===== src/rtl/pwm_mc_pkg.sv =====
// Shared defaults for the multi-channel PWM block.
// Holds the default channel count, widths and the active-top reset constant.
package pwm_mc_pkg;

   localparam int NUM_CH_DEF = 16;
   localparam int CNT_W_DEF  = 8;
   localparam int PRE_W_DEF  = 8;

   // Truncated to CNT_W at the point of use, so it means "all ones" for any width.
   localparam logic [31:0] TOP_RST_ONES = 32'hFFFF_FFFF;

endpackage


===== src/rtl/pwm_timebase.sv =====
// Prescaler, period counter, wrap detection and the registered period_start pulse
// shared by every channel of pwm_multichannel.
module pwm_timebase
   import pwm_mc_pkg::*;
#(
   parameter int CNT_W = CNT_W_DEF,
   parameter int PRE_W = PRE_W_DEF
) (
   input  logic             clk,
   input  logic             rst_n,
   input  logic [PRE_W-1:0] prescale_i,
   input  logic [CNT_W-1:0] top_i,
   output logic [CNT_W-1:0] cnt_o,
   output logic             wrap_o,
   output logic             period_start_o
);

   logic [PRE_W-1:0] pre_cnt_q, pre_cnt_d;
   logic [CNT_W-1:0] cnt_q, cnt_d;
   logic             period_start_q;
   logic             tick;
   logic             wrap;

   // Equality (not >=) lets a pre_cnt above a freshly lowered prescale run out and wrap.
   always_comb begin
      tick      = (pre_cnt_q == prescale_i);
      wrap      = tick && (cnt_q >= top_i);
      pre_cnt_d = tick ? '0 : pre_cnt_q + 1'b1;
      cnt_d     = cnt_q;
      if (wrap) begin
         cnt_d = '0;
      end else if (tick) begin
         cnt_d = cnt_q + 1'b1;
      end
   end

   always_ff @(posedge clk) begin
      if (!rst_n) begin
         pre_cnt_q      <= '0;
         cnt_q          <= '0;
         period_start_q <= 1'b0;
      end else begin
         pre_cnt_q      <= pre_cnt_d;
         cnt_q          <= cnt_d;
         period_start_q <= wrap;
      end
   end

   assign cnt_o          = cnt_q;
   assign wrap_o         = wrap;
   assign period_start_o = period_start_q;

endmodule


===== src/rtl/pwm_multichannel.sv =====
// Multi-channel PWM with per-channel duty registers, programmable period and prescaler.
// Define PWM_SHADOW_EN to double-buffer duty and top so changes land on period boundaries.
module pwm_multichannel
   import pwm_mc_pkg::*;
#(
   parameter  int NUM_CH = NUM_CH_DEF,
   parameter  int CNT_W  = CNT_W_DEF,
   parameter  int PRE_W  = PRE_W_DEF,
   localparam int SEL_W  = $clog2(NUM_CH)
) (
   input  logic              clk,
   input  logic              rst_n,
   input  logic [NUM_CH-1:0] en_out,
   input  logic [NUM_CH-1:0] en_pwm,
   input  logic              duty_we,
   input  logic [SEL_W-1:0]  duty_sel,
   input  logic [CNT_W-1:0]  duty_wdata,
   input  logic [CNT_W-1:0]  period_top,
   input  logic [PRE_W-1:0]  prescale,
   output logic [NUM_CH-1:0] out,
   output logic              period_start
);

   localparam logic [SEL_W:0] NUM_CH_L = NUM_CH[SEL_W:0];

   logic [CNT_W-1:0]  act_q [NUM_CH];
   logic [CNT_W-1:0]  act_d [NUM_CH];
   logic [NUM_CH-1:0] out_q, out_d;
   logic [CNT_W-1:0]  top_act;
   logic [CNT_W-1:0]  cnt;
   logic              wrap;
   logic              wr_en;

   // duty_we is a single-cycle strobe with no back-pressure; out-of-range selects are dropped.
   assign wr_en = duty_we && ({1'b0, duty_sel} < NUM_CH_L);

   pwm_timebase #(
      .CNT_W (CNT_W),
      .PRE_W (PRE_W)
   ) u_timebase (
      .clk            (clk),
      .rst_n          (rst_n),
      .prescale_i     (prescale),
      .top_i          (top_act),
      .cnt_o          (cnt),
      .wrap_o         (wrap),
      .period_start_o (period_start)
   );

`ifdef PWM_SHADOW_EN
   logic [CNT_W-1:0] pend_q [NUM_CH];
   logic [CNT_W-1:0] pend_d [NUM_CH];
   logic [CNT_W-1:0] top_q, top_d;

   // Active load takes pend_d, so a write coinciding with the wrap is forwarded.
   always_comb begin
      for (int i = 0; i < NUM_CH; i++) begin
         pend_d[i] = pend_q[i];
         if (wr_en && (duty_sel == SEL_W'(i))) begin
            pend_d[i] = duty_wdata;
         end
         act_d[i] = wrap ? pend_d[i] : act_q[i];
      end
      top_d = wrap ? period_top : top_q;
   end

   always_ff @(posedge clk) begin
      if (!rst_n) begin
         for (int i = 0; i < NUM_CH; i++) begin
            pend_q[i] <= '0;
         end
         top_q <= TOP_RST_ONES[CNT_W-1:0];
      end else begin
         for (int i = 0; i < NUM_CH; i++) begin
            pend_q[i] <= pend_d[i];
         end
         top_q <= top_d;
      end
   end

   assign top_act = top_q;
`else
   always_comb begin
      for (int i = 0; i < NUM_CH; i++) begin
         act_d[i] = act_q[i];
         if (wr_en && (duty_sel == SEL_W'(i))) begin
            act_d[i] = duty_wdata;
         end
      end
   end

   assign top_act = period_top;
`endif

   // A duty above top can never be reached by cnt, so it means 100%.
   always_comb begin
      for (int i = 0; i < NUM_CH; i++) begin
         out_d[i] = 1'b0;
         if (!en_out[i]) begin
            out_d[i] = 1'b0;
         end else if (!en_pwm[i]) begin
            out_d[i] = 1'b1;
         end else if (act_q[i] == '0) begin
            out_d[i] = 1'b0;
         end else if (act_q[i] > top_act) begin
            out_d[i] = 1'b1;
         end else begin
            out_d[i] = (cnt < act_q[i]);
         end
      end
   end

   always_ff @(posedge clk) begin
      if (!rst_n) begin
         for (int i = 0; i < NUM_CH; i++) begin
            act_q[i] <= '0;
         end
         out_q <= '0;
      end else begin
         for (int i = 0; i < NUM_CH; i++) begin
            act_q[i] <= act_d[i];
         end
         out_q <= out_d;
      end
   end

   assign out = out_q;

endmodule


===== config.mk =====
export PLATFORM = sky130hd
export DESIGN_NAME = pwm_multichannel
export DESIGN_NICKNAME = d
export VERILOG_FILES = /design/src/rtl/pwm_mc_pkg.sv /design/src/rtl/pwm_timebase.sv /design/src/rtl/pwm_multichannel.sv
export SDC_FILE = /design/constraint.sdc
export NUM_CORES = 1
export LEC_CHECK = 0
export CAP_MARGIN = 20
export CORE_MARGIN = 4
export CORE_UTILIZATION = 41
export CTS_CLUSTER_DIAMETER = 80
export DETAILED_ROUTE_END_ITERATION = 16
export PLACE_DENSITY = 0.6
export SETUP_SLACK_MARGIN = 0.05
export SLEW_MARGIN = 5
export SYNTH_ARGS = -nofsm -noshare
export SYNTH_HDL_FRONTEND = slang
export SYNTH_SLANG_ARGS = --single-unit

===== constraint.sdc =====
create_clock -name clk -period 3.1 [get_ports clk]
set_input_delay 0.93 -clock clk [delete_from_list [all_inputs] [get_ports clk]]
set_output_delay 0.93 -clock clk [all_outputs]
set_load 0.01 [all_outputs]

# ---- After elaboration in Yosys (flattened, before gate mapping)
# Memories as Yosys holds them, arrays and structs flattened.
# Cells that the tools add are included.
dict set report op_classes {
  n_mux 82
  shift 0
  mul 0
  div_mod_pow 0
  magnitude_cmp 33
  reduce_logical 52
  bitwise 17
  eq_ne 16
  add_sub_neg 2
}
# cell count
set ops {}
lappend ops {{$mux W8} 32}
lappend ops {{$gt A8 B8 Y1} 16}
lappend ops {{$logic_not A8 Y1} 16}
lappend ops {{$lt A8 B8 Y1} 16}
lappend ops {{$mux W1} 50}
lappend ops {{$eq A4 B4 Y1 const B} 8}
lappend ops {{$reduce_and A2 Y1} 16}
lappend ops {{$logic_and A1 B1 Y1} 17}
lappend ops {{$add A8 B1 Y8 const B} 2}
lappend ops {{$eq A4 B3 Y1 const B} 4}
lappend ops {{$or A1 B1 Y1} 16}
lappend ops {{$eq A4 B2 Y1 const B} 2}
lappend ops {{$eq A8 B8 Y1} 1}
lappend ops {{$ge A8 B8 Y1} 1}
lappend ops {{$eq A4 B1 Y1 const B} 1}
lappend ops {{$logic_not A4 Y1} 1}
lappend ops {{$reduce_or A2 Y1} 2}
lappend ops {{$not A1 Y1} 1}
dict set report word_totals {
  inputBits 63
  word_cells 222
  mem_bits_rw 128
  mem_count 1
  latch_bits 0
  register_bits 33
  mem_bits_ro 0
}
# name words word_bits rd rd_clocked_by_memory_dff write_ports line
set memory_table {}
lappend memory_table {act_q 16 8 16 0 16 pwm_multichannel.sv:26} ;# logic [CNT_W-1:0] act_q [NUM_CH];

# ---- Longest topological paths before layout
# Gate-level depths: netlist of run 1.
dict set report depth {
  word_depth 4
  mapped_depth 10
  ltp_nobuf 7
}

# ---- Modules after synthesis
# From an unflattened synthesis of run 1, not the netlist that was laid out.
dict set report hier_totals {
  cells_unflattened 1372
  hier_area_um2 12241.7
}
# mod n_inst seq_area_each_um2 area_per_inst_um2 cells_per_inst
set modules_own_cells {}
lappend modules_own_cells {pwm_multichannel 1 2882.8 11194.5 1261}
lappend modules_own_cells {pwm_timebase 1 340.3 1047.3 111}

# ---- Worst setup path before layout of run 1
# No wires, ideal clock.
dict set report synth_timing {
  kind {input port to flip-flop}
  startpoint {input port period_top[2]}
  endpoint {register u_timebase.cnt_q[6], in the netlist u_timebase.cnt_o[6]}
  t_required_ns 3.026
  stages 8
  t_arrival_ns 2.519
  path_buffers 1
  setup_ns 0.074
  setup_slack_ns 0.506
  path_cell_list {inv_1 ha_1 a211oi_1 o21ai_0 a21oi_1 buf_4 nand3_1 a31oi_1}
}
dict set report synth_between {
  elab_chain_cells 3
}
# element line
set synth_lines {}
lappend synth_lines {{start: declaration} pwm_multichannel.sv:18} ;# input logic [CNT_W-1:0] period_top,
lappend synth_lines {{$ge A8 B8 Y1} pwm_timebase.sv:27} ;# wrap = tick && (cnt_q >= top_i);
lappend synth_lines {{$logic_and A1 B1 Y1} pwm_timebase.sv:27}
lappend synth_lines {{$reduce_or A2 Y1 (no source line)} --}
lappend synth_lines {{end signal: assignment} pwm_timebase.sv:44} ;# cnt_q <= cnt_d;
lappend synth_lines {{end: declaration} pwm_timebase.sv:19} ;# logic [CNT_W-1:0] cnt_q, cnt_d;
# Every way passes these cells.
# A chain may end at the register's enable or synchronous reset.

# ---- Worst setup path after layout of run 1
dict set report layout_timing {
  startpoint {input port period_top[2]}
  endpoint {register u_timebase.cnt_q[5], in the netlist u_timebase.cnt_o[5]}
}
# The elaborated chain is that of the path after synthesis.

==> implementation parameters, run 1 <==
Parameter                              Value

Outcome
  Status ... complete, no violations

Synthesis
  Netlist Area Pre-Place ... 11900 um2
  Synth area leaders ... sky130_fd_sc_hd__dfxtp_1 27%, sky130_fd_sc_hd__ha_1 26%, sky130_fd_sc_hd__mux2i_1 11%
  Net Count, Synth ... 1694
  Fraction of synthesized cell area taken by the top area cell type ... a little over a quarter
  Top cell type by total area after synthesis ... sky130_fd_sc_hd__dfxtp_1
  Instance count of the mapped netlist ... 1381
  Yosys Warn Count ... 0
  Number of synthesized register bits ... about 160
  Most used standard cell by instance count after synthesis ... sky130_fd_sc_hd__ha_1
  Number of enable-type register cells in the synthesized netlist ... 0
  Fraction of registers with async set or reset after synthesis ... 0%
  Predominant post-synthesis flop cell ... sky130_fd_sc_hd__dfxtp_1
  Proportion of synthesized chip area in sequential cells ... 27.1%
  Library cells used by synthesis ... 38
  Most frequent cells after synthesis ... 250 x sky130_fd_sc_hd__ha_1, 161 x sky130_fd_sc_hd__dfxtp_1, 156 x sky130_fd_sc_hd__nor2_1
  Per-instance average area after synthesis ... 8.62 um2

Detailed routing
  Wire length per cell after detailed routing ... 18.5 um
  DRC violations left ... 0
  Wl on met1 ... 16.6 mm
  Total number of vias ... 10.3k
  Total met3 wirelength after detailed routing ... 1.51 mm
  Routed Wire Length ... roughly 35 mm
  Met2 Wirelength ... approximately 16 mm
  Number of optimization iterations in the first detailed-route pass ... 5
  Detailed-route vias per instance ... roughly 5.5
  Count of nets left with antenna violations after detail routing ... 0
  Uppermost layer routed ... met4
  Starting DRC count in detailed routing ... 629

Finish
  Fraction of final layout cells sized beyond drive strength 1 ... 6.29%
  Number of diodes ... 0
  Utilization after layout ... 48.9%
  Growth of design area from synthesis to finish ... 17.9%
  Design area ... about 14000 um2
  Count of nets after finishing ... between 1.5k and 2k
  Final cell count without fillers ... ~1.9k

STA
  Final hold violation count ... 0
  Summed negative setup slack over all endpoints ... 0 ps
  Maximum achievable frequency ... approximately 380 MHz
  Worst max-slew margin expressed relative to the limit ... 44.2%
  RSZ-0062 raised after global routing ... no
  Max Slew Vio Count ... 0
  Clock skew ... 10.6 ps
  Final critical-path share of the clock period ... between 80 and 90%
  Final Setup Violations ... 0
  Min Tclk post-route ... 2610 ps
  Actual transition at the worst max-transition pin ... 834 ps

Critical path
  Cell family with most CP delay ... compound AO/OA/AOI/OAI gates
  Worst Path Required ... 3440 ps
  Critical path peak fanout ... 13
  Critical-path top delay cell ... sky130_fd_sc_hd__clkdlybuf4s50_1
  CP startpoint kind ... input port
  Cell type with the highest occurrence count on the critical path ... sky130_fd_sc_hd__o21ai_0
  CP Data Arrival Time ... between 2000 and 3000 ps
  Count of buffering cells on the critical path with inverters included ... 3
  Longest individual stage delay on the worst path ... 460 ps
  Class of the most critical setup path ... in2reg
  Kind of end point of the critical path ... flip-flop
  Cell Chain, Critical Path ... clkdlybuf4s50_1 -> inv_1 -> ha_1 -> a211oi_1 -> o21ai_0 -> a21oi_1 -> buf_4 -> o21ai_0 -> a311oi_1

Floorplanning
  Number of top-level pins ... 80
  CORE AREA ... about 29000 um2
  Y dimension of the die ... 178 um
  Num rows ... 62
  Area of the die ... 31800 um2
  Starting density of the core ... 41.5%
  Die width ... 178 um

Global route
  Global route overflow ... 0
  Via count of the first global-routing pass ... 10.0k
  GRT Total Usage ... between 20 and 25%
  Largest net degree at the start of global routing ... 63
  Number of antenna violations at the first check in global routing ... 0
  Global-route wire length before repair ... around 55 mm

Placed design
  Placer Congestion ... 0.867
  # placed instances ... 1862
  Placement-stage cell area ... ~13000 um2
  Total of buffers placed on input and output ports ... 79
  Sum of net half-perimeters after detailed placement ... 24.4 mm

Clocking
  H-Tree Level Count ... 4
  Worst-skew pair later-pin latency ... 440 ps
  Total of hold buffers inserted after clock tree synthesis ... 0
  Resize count post-CTS ... 0
  Max Root-Sink Buffers ... 2
  Clock tree from TritonCTS ... yes
  Clk slew on worst S/H paths ... 70 ps
  Clock buffers created by TritonCTS ... 17
  Total clock sinks ... between 150 and 200
  Post-CTS Setup Inserts ... 0
  Clock root buffer ... sky130_fd_sc_hd__clkbuf_16

Run
  Maximum Capacitance Violations ... 0

Pwr
  LEAKAGE ... 0.00620 uW
  Maximum ir drop on the vdd rail ... ~0.4 mV
  Power Dens Cells ... 351 nW/um2

Hold path
  Worst min-delay path class ... reg2reg
==> through the flow <==
stage / hold slack (ps) / worst slack (ps) / total power [uW]
3_5_place_dp: 503 / 62.7 / 2800
2_1_floorplan: 460 / 506 / 2510
5_1_grt: 542 / 399 / 5130
4_1_cts: 519 / 509 / 4980
3_3_place_gp: 497 / 108 / 2790
6_report: 511 / 490 / 4930
==> kinds of logic (layout without fill, tap and decap cells) <==
kind of cell             Yosys count  after routing  synth area share, %
XOR/XNOR                          14             14                 1.03
buffers and inverters            188            317                 6.13
adder cells (fa/ha/maj)          250            250                 26.3
AND/OR/NAND/NOR                  396            396                 16.2
AO/OA/AOI/OAI                    244            244                 12.5
flip-flops                       161            161                 27.1
multiplexers                     128            128                 10.8
==> area by class of cell <==
cell class                      instances  area [um2]
Clock buffer                           21         460
Clock inverter                         11         128
Fill cell                            2778       14700
Inverter                              153         577
Multi-Input combinational cell       1032        7950
Sequential cell                       161        3220
Tap cell                              384         480
Timing Repair Buffer                  132        1210
==> power by group <==
part | switching, uW | leakage [uW] | internal (uW)
combinational | 353 | 0.00462 | 272
sequential | 32.1 | 0.00130 | 2100
clock | 931 | 0.000280 | 1240
total | 1320 | 0.00620 | 3610
==> registers in the layout (all words and copies together), names as in the netlist <==
register,flops
u_timebase.period_start_o,1
act_q,128
u_timebase.cnt_o,8
out,16
u_timebase.pre_cnt_q,8
==> placed cells by master (no fill, tap or decap), types with 18 or more instances in the layout <==
cell	n
sky130_fd_sc_hd__nand3_1	30
sky130_fd_sc_hd__a21o_1	45
sky130_fd_sc_hd__nand4_1	66
sky130_fd_sc_hd__nand2b_1	20
sky130_fd_sc_hd__nand2_1	48
sky130_fd_sc_hd__o21ai_0	51
sky130_fd_sc_hd__nor2_1	156
sky130_fd_sc_hd__inv_1	152
sky130_fd_sc_hd__clkdlybuf4s50_1	79
sky130_fd_sc_hd__a21oi_1	90
sky130_fd_sc_hd__ha_1	250
sky130_fd_sc_hd__nor3_1	18
sky130_fd_sc_hd__dfxtp_1	161
sky130_fd_sc_hd__buf_4	51
sky130_fd_sc_hd__mux2i_1	128
==> layer usage <==
metal | GRT usage, % | up-vias
li1 | - | 5180
met1 | 30.4 | 4889
met2 | 37.3 | 222
met3 | 3.14 | 43
met4 | 5.53 | 0
met5 | 0 | -
==> worst register-to-register path, delay by kind of cell (launching register included) <==
kind / cells / cell delay (ps)
AO/OA/AOI/OAI: 4 / 690
adder cells (fa/ha/maj): 1 / 360
buffers and inverters: 1 / 190
flip-flops: 1 / 750
AND/OR/NAND/NOR: 1 / 60
==> final timing paths <==
check / from / slack [ps] / endpoint / depth (start not counted)
max: period_top[2] / 490 / u_timebase.cnt_o[5]$_SDFFE_PP0P_ / 9
max reg2reg: u_timebase.cnt_o[1]$_SDFFE_PP0P_ / 950 / u_timebase.cnt_o[5]$_SDFFE_PP0P_ / 7
min: u_timebase.pre_cnt_q[0]$_SDFF_PP0_ / 510 / u_timebase.pre_cnt_q[0]$_SDFF_PP0_ / 1
min reg2reg: u_timebase.pre_cnt_q[0]$_SDFF_PP0_ / 510 / u_timebase.pre_cnt_q[0]$_SDFF_PP0_ / 1
(Power assumes the default switching activity.)
==> inputs of run 2 (changes only) <==
--- a/config.mk
+++ b/config.mk
@@ -10,7 +10,7 @@
 export CORE_UTILIZATION = 41
 export CTS_CLUSTER_DIAMETER = 80
 export DETAILED_ROUTE_END_ITERATION = 16
-export PLACE_DENSITY = 0.6
+export PLACE_DENSITY = 0.62
 export SETUP_SLACK_MARGIN = 0.05
 export SLEW_MARGIN = 5
 export SYNTH_ARGS = -nofsm -noshare
==> constraint.sdc (replaced) <==
create_clock -name clk -period 2.3 [get_ports clk]
set_input_delay 0.69 -clock clk [delete_from_list [all_inputs] [get_ports clk]]
set_output_delay 0.69 -clock clk [all_outputs]
set_load 0.01 [all_outputs]
==> run 2 against run 1 <==
Against the previous run: routed wire length rose by 2.4%; via count rose by 1.5%; worst hold slack worse by 3.9 ps; sequential share of layout area decreased by 0.57 points; utilization grew 1.2 points; cell count up 1.4%; non-clock buffer count increased by 26; clock skew up 1.6 ps; first-iteration DRC count up 15%; die area stayed put; register-to-register slack lost 580 ps; critical endpoint is now out[8]$_SDFF_PN0_; largest power group is now registers; highest routed layer unchanged.
==> implementation parameters, run 2 (same netlist as run 1, synthesis figures left out) <==
Parameter                              Value

Clocking
  Max Root-Sink Buffers ... 2 (unchanged)
  H-Tree Level Count ... 4 (unchanged)
  Clock tree from TritonCTS ... yes
  Total clock sinks ... 161 (unchanged)
  Worst-skew pair later-pin latency ... 430 ps (about the same)
  Clk slew on worst S/H paths ... 70 ps (about the same)
  Clock buffers created by TritonCTS ... 17 (unchanged)
  Clock root buffer ... sky130_fd_sc_hd__clkbuf_16

Critical path
  Class of the most critical setup path ... in2reg
  Launching point of the worst reg2reg path ... u_timebase.cnt_o[6]$_SDFFE_PP0P_
  Reg-to-reg setup timing slack ... 370 ps (-580 ps)
  Worst Path Required ... 2660 ps (-780 ps)
  CP startpoint kind ... input port
  Worst R2R End ... out[0]$_SDFF_PN0_
  Kind of end point of the critical path ... flip-flop
  Critical path peak fanout ... 10 (-3)
  Number of cells traversed by the worst register-to-register path ... 6 (-1)
  CP Data Arrival Time ... 2560 ps (-390 ps)

Floorplanning
  Starting density of the core ... 41.5% (unchanged)
  CORE AREA ... 28700 um2 (unchanged)
  Number of top-level pins ... 80 (unchanged)
  Y dimension of the die ... 178 um (unchanged)
  Num rows ... 62 (unchanged)
  Die width ... 178 um (unchanged)
  Area of the die ... 31800 um2 (unchanged)

Detailed routing
  Total number of vias ... 10.5k (+1.5%)
  Wire length per cell after detailed routing ... 18.7 um (+1.0%)
  Number of optimization iterations in the first detailed-route pass ... 5 (unchanged)
  Count of nets left with antenna violations after detail routing ... 0 (unchanged)
  Detailed-route vias per instance ... 5.46 (about the same)
  Routed Wire Length ... 35.8 mm (+2.4%)
  Starting DRC count in detailed routing ... 721 (+15%)
  DRC violations left ... 0 (unchanged)

Hold path
  Hold Path Cell Cnt ... 1 (unchanged)
  Hold Path Sink ... u_timebase.pre_cnt_q[0]$_SDFF_PP0_
  Worst min-delay path class ... reg2reg
  Origin of the worst min-delay path ... u_timebase.pre_cnt_q[0]$_SDFF_PP0_

Finish
  Fraction of final layout cells sized beyond drive strength 1 ... 8.27% (+2.0 points)
  Top reg by flops ... act_q
  Highest-count cells in the layout ignoring fill and taps ... 249 x sky130_fd_sc_hd__ha_1, 161 x sky130_fd_sc_hd__dfxtp_1, 156 x sky130_fd_sc_hd__nor2_1
  Most common library cell in the layout ignoring fill and taps ... sky130_fd_sc_hd__ha_1
  Fill cells ... 2741 (-1.3%)
  Number of diodes ... 0 (unchanged)
  Number of flip-flops in the largest register ... 128 (unchanged)
  Count of nets after finishing ... 1836 (+1.4%)
  Growth of design area from synthesis to finish ... 20.9%

STA
  Final critical-path share of the clock period ... 95.6%
  Actual transition at the worst max-transition pin ... 537 ps (-298 ps)
  Post-route worst setup slack ... 101 ps (-389 ps)
  Final Hold Slack ... 508 ps (-3.86 ps)
  Max Slew Vio Count ... 0 (unchanged)
  RSZ-0062 raised after global routing ... no
  Final hold violation count ... 0 (unchanged)
  Maximum achievable frequency ... 455 MHz
  Final Setup Violations ... 0 (unchanged)
  Clock skew ... 12.2 ps (+1.58 ps)
  Min Tclk post-route ... 2200 ps
  Worst max-slew margin expressed relative to the limit ... 64.2% (+20 points)

Pwr
  Power Dens Cells ... 461 nW/um2 (+31%)
  LEAKAGE ... 0.00637 uW (+2.7%)
  Maximum ir drop on the vdd rail ... 0.477 mV (+19%)

Global route
  Largest net degree at the start of global routing ... 83 (+32%)
  GRT Total Usage ... 23.0% (+0.70 points)
  Via count of the first global-routing pass ... 10.5k (+4.7%)
  Global route overflow ... 0 (unchanged)
  Number of antenna violations at the first check in global routing ... 0 (unchanged)
  Global-route wire length before repair ... 56.9 mm (+3.3%)

Run
  Maximum Capacitance Violations ... 0 (unchanged)

Outcome
  Status ... complete, no violations

Placed design
  Setup slack after placement ... -433 ps (-496 ps)
  Total of buffers placed on input and output ports ... 79 (unchanged)
  Placer Congestion ... 0.869 (+0.27%)
  Sum of net half-perimeters after detailed placement ... 24.7 mm (+0.95%)
[run 2: layout make-up]
| cell class | instances | area [um2] | share of cell area [%] |
|---|---|---|---|
| clock buffers | 21 | 480 | 3.34 |
| clock inverters | 11 | 101 | 0.704 |
| inverters | 153 | 581 | 4.03 |
| multi-input cells | 1032 | 7980 | 55.4 |
| flip-flops and latches | 161 | 3220 | 22.4 |
| well taps | 384 | 480 | 3.34 |
| repair buffers | 158 | 1550 | 10.8 |
[run 2: worst max-delay path, stage by stage]
cell and delay (ps):
sky130_fd_sc_hd__clkdlybuf4s50_1 450, sky130_fd_sc_hd__inv_1 80, sky130_fd_sc_hd__buf_4 230, sky130_fd_sc_hd__buf_4 170
sky130_fd_sc_hd__ha_1 290, sky130_fd_sc_hd__a21oi_1 70, sky130_fd_sc_hd__o21ai_0 240, sky130_fd_sc_hd__o21ai_0 140
sky130_fd_sc_hd__a41oi_1 210
[run 2: timing repair]
item                       in CTS  in global routing
setup endpoints to repair       1                 15
setup buffers                   4                  0
resized for setup               1                  6
gates cloned                    0                  1
hold buffers                    0                  0
pin swaps                       0                  2
[run 2: routing by layer]
layer  vias to the layer above  global-route usage [%]  wire (um)
met1                      4901                    30.6      16500
met4                         0                    8.03       1030
met5                         -                       0          0
li1                       5239                       -          -
met2                       274                    38.3      16300
met3                        72                    3.14       1940
[run 2: worst max path at each step]
stage / start / end / slack [ps]
5_1_grt: period_top[3] / u_timebase.cnt_o[5]$_SDFFE_PP0P_ / 60
2_1_floorplan: period_top[2] / u_timebase.cnt_o[2]$_SDFFE_PP0P_ / 50
6_report: period_top[5] / out[8]$_SDFF_PN0_ / 100
3_3_place_gp: period_top[2] / u_timebase.cnt_o[5]$_SDFFE_PP0P_ / -430
4_1_cts: period_top[2] / u_timebase.cnt_o[5]$_SDFFE_PP0P_ / 70
3_5_place_dp: period_top[2] / u_timebase.cnt_o[5]$_SDFFE_PP0P_ / -430
[run 2: power by group]
| part | switching (uW) | internal, uW | total, uW |
|---|---|---|---|
| Sequential | 44.8 | 2830 | 2880 |
| Combinational | 491 | 397 | 888 |
| Clock | 1260 | 1610 | 2870 |
[run 2: through the flow]
step	utilization, %	setup TNS (ps)	total power (uW)	instance area [um2]	instances
3_5_place_dp	47.9	-8830	3820	13800	1883
3_3_place_gp	47.9	-8110	3800	13800	1883
4_1_cts	50.1	0	6690	14400	1919
2_1_floorplan	-	0	3380	11900	1381
5_1_grt	50.1	0	6900	14400	1920
6_report	50.1	0	6630	14400	1920
==> inputs of run 3 (changes only) <==
--- a/config.mk
+++ b/config.mk
@@ -6,11 +6,13 @@
 export NUM_CORES = 1
 export LEC_CHECK = 0
 export CAP_MARGIN = 20
+export CORE_ASPECT_RATIO = 1.2
 export CORE_MARGIN = 4
 export CORE_UTILIZATION = 41
 export CTS_CLUSTER_DIAMETER = 80
 export DETAILED_ROUTE_END_ITERATION = 16
 export PLACE_DENSITY = 0.62
+export REMOVE_ABC_BUFFERS = 1
 export SETUP_SLACK_MARGIN = 0.05
 export SLEW_MARGIN = 5
 export SYNTH_ARGS = -nofsm -noshare
==> run 3 against run 2 <==
Against the previous run: critical path depth shrank 1; cell area shrank 0.42%; sequential share of layout area grew 0.094 points; fmax grew 2.3%.
==> implementation parameters, run 3 (same netlist as run 1, synthesis figures left out) <==
Parameter                              Value

Placed design
  Sum of net half-perimeters after detailed placement ... 25.1 mm (+1.8%)
  Placer Congestion ... 0.889 (+2.3%)
  Total of buffers placed on input and output ports ... 79 (unchanged)

Finish
  Growth of design area from synthesis to finish ... 20.4%
  Fraction of final layout cells sized beyond drive strength 1 ... 7.29% (-0.98 points)
  Utilization after layout ... 50.0% (-0.16 points)
  Highest-count cells in the layout ignoring fill and taps ... 249 x sky130_fd_sc_hd__ha_1, 161 x sky130_fd_sc_hd__dfxtp_1, 156 x sky130_fd_sc_hd__nor2_1
  Number of flip-flops in the largest register ... 128 (unchanged)
  Top reg by flops ... act_q
  Most common library cell in the layout ignoring fill and taps ... sky130_fd_sc_hd__ha_1
  Number of diodes ... 0 (unchanged)
  Count of nets after finishing ... 1822 (-0.76%)

STA
  RSZ-0062 raised after global routing ... yes
  Clock skew ... 9.76 ps (-2.41 ps)
  Final hold violation count ... 0 (unchanged)
  Worst max-slew margin expressed relative to the limit ... 71.9% (+7.7 points)
  Summed negative setup slack over all endpoints ... 0 ps (unchanged)
  Final Setup Violations ... 0 (unchanged)
  Final critical-path share of the clock period ... 93.5% (-2.1 points)
  Actual transition at the worst max-transition pin ... 421 ps (-115 ps)
  Max Slew Vio Count ... 0 (unchanged)
  Maximum achievable frequency ... 465 MHz (+2.3%)
  Min Tclk post-route ... 2150 ps (-49.4 ps)

Critical path
  Critical path peak fanout ... 16 (+6)
  CP Data Arrival Time ... 2450 ps (-110 ps)
  Kind of end point of the critical path ... flip-flop
  Class of the most critical setup path ... in2reg
  Worst Path Required ... 2600 ps (-60 ps)
  CP startpoint kind ... input port

Detailed routing
  Number of optimization iterations in the first detailed-route pass ... 5 (unchanged)
  Total number of vias ... 10.5k (-0.31%)
  Detailed-route vias per instance ... 5.48 (+0.36%)
  Routed Wire Length ... 35.4 mm (-1.1%)
  Count of nets left with antenna violations after detail routing ... 0 (unchanged)
  Wire length per cell after detailed routing ... 18.6 um (-0.42%)
  DRC violations left ... 0 (unchanged)
  Starting DRC count in detailed routing ... 527 (-27%)

Clocking
  Worst-skew pair later-pin latency ... 440 ps (about the same)
  Clock root buffer ... sky130_fd_sc_hd__clkbuf_16
  Total clock sinks ... 161 (unchanged)
  H-Tree Level Count ... 4 (unchanged)
  Clk slew on worst S/H paths ... 70 ps (about the same)
  Clock buffers created by TritonCTS ... 17 (unchanged)
  Total of hold buffers inserted after clock tree synthesis ... 0 (unchanged)
  Clock tree from TritonCTS ... yes
  Max Root-Sink Buffers ... 2 (unchanged)

Floorplanning
  Area of the die ... 31800 um2 (about the same)
  Num rows ... 68 (+9.7%)
  Starting density of the core ... 41.5% (+0.043 points)
  Y dimension of the die ... 195 um (+9.1%)
  CORE AREA ... 28700 um2 (-0.10%)
  Die width ... 164 um (-8.3%)
  Number of top-level pins ... 80 (unchanged)

Global route
  Global-route wire length before repair ... 55.9 mm (-1.7%)
  Global route overflow ... 0 (unchanged)
  Largest net degree at the start of global routing ... 91 (+9.6%)
  GRT Total Usage ... 22.6% (-0.44 points)
  Number of antenna violations at the first check in global routing ... 0 (unchanged)
  Via count of the first global-routing pass ... 10.4k (-1.1%)

Outcome
  Status ... complete, no violations

Hold path
  Worst min-delay path class ... reg2reg

Pwr
  Maximum ir drop on the vdd rail ... 0.391 mV (-18%)
  LEAKAGE ... 0.00633 uW (-0.57%)
  Power Dens Cells ... 472 nW/um2 (+2.3%)

Run
  Maximum Capacitance Violations ... 0 (unchanged)
## run 3: cell count changes in the layout (fill, tap and decap cells not counted), moves of 2 or more
cell / previous run / this run
sky130_fd_sc_hd__buf_12: 13 / 15
sky130_fd_sc_hd__buf_4: 64 / 50
sky130_fd_sc_hd__bufinv_16: 1 / 3
sky130_fd_sc_hd__clkbuf_8: 4 / 0
sky130_fd_sc_hd__clkinv_2: 3 / 1
sky130_fd_sc_hd__clkinv_4: 0 / 4
sky130_fd_sc_hd__clkinvlp_4: 5 / 2
## run 3: final cells by class
class / count / area, um2
clock buffer: 18 / 429
sequential: 161 / 3220
multi-input combinational: 1032 / 7970
inverter: 153 / 577
timing repair buffer: 144 / 1470
clock inverter: 14 / 180
fill: 2729 / 14300
tap: 385 / 482
## run 3: final timing paths
path	from	endpoint	slack [ps]	cells after the start
setup / recovery	period_top[7]	out[11]$_SDFF_PN0_	150	8
hold reg to reg	u_timebase.pre_cnt_q[0]$_SDFF_PP0_	u_timebase.pre_cnt_q[0]$_SDFF_PP0_	510	1
setup reg to reg	u_timebase.cnt_o[5]$_SDFFE_PP0P_	out[6]$_SDFF_PN0_	470	7
hold / removal	u_timebase.pre_cnt_q[0]$_SDFF_PP0_	u_timebase.pre_cnt_q[0]$_SDFF_PP0_	510	1
## run 3: report_power, final
part / switching, uW / total (uW) / internal (uW)
combinational: 479 / 861 / 382
clock: 1290 / 3020 / 1730
sequential: 44.6 / 2880 / 2830
## run 3: timing repair
action | in CTS | in global routing
buffers inserted | 0 | 3
gates resized for setup | 0 | 5
setup endpoints to repair | 0 | 7
## run 3: routing by layer
metal  track usage, %  up-vias  part of all wire (%)
met5                0        -                     0
met4             9.26        0                   3.7
met3             3.18       73                   3.7
met2             39.9      231                    50
met1             27.3     4940                    43
li1                 -     5209                     -
## run 3: metrics by stage
step	total power (uW)	setup WS [ps]	instances	area, um2	hold WS (ps)
2_1_floorplan	3350	-390	1346	11800	460
3_3_place_gp	3780	-363	1872	13700	485
3_5_place_dp	3800	-400	1872	13700	500
4_1_cts	6810	71.9	1904	14300	517
5_1_grt	7000	35.1	1907	14300	567
6_report	6760	150	1907	14300	512
## run 3: worst max-delay path, stage by stage
cell and delay, ps:
sky130_fd_sc_hd__clkdlybuf4s50_1 460, sky130_fd_sc_hd__inv_1 100, sky130_fd_sc_hd__buf_4 330, sky130_fd_sc_hd__ha_1 320, sky130_fd_sc_hd__a21oi_1 150, sky130_fd_sc_hd__o21ai_0 90
sky130_fd_sc_hd__o22ai_1 170, sky130_fd_sc_hd__a31oi_1 130
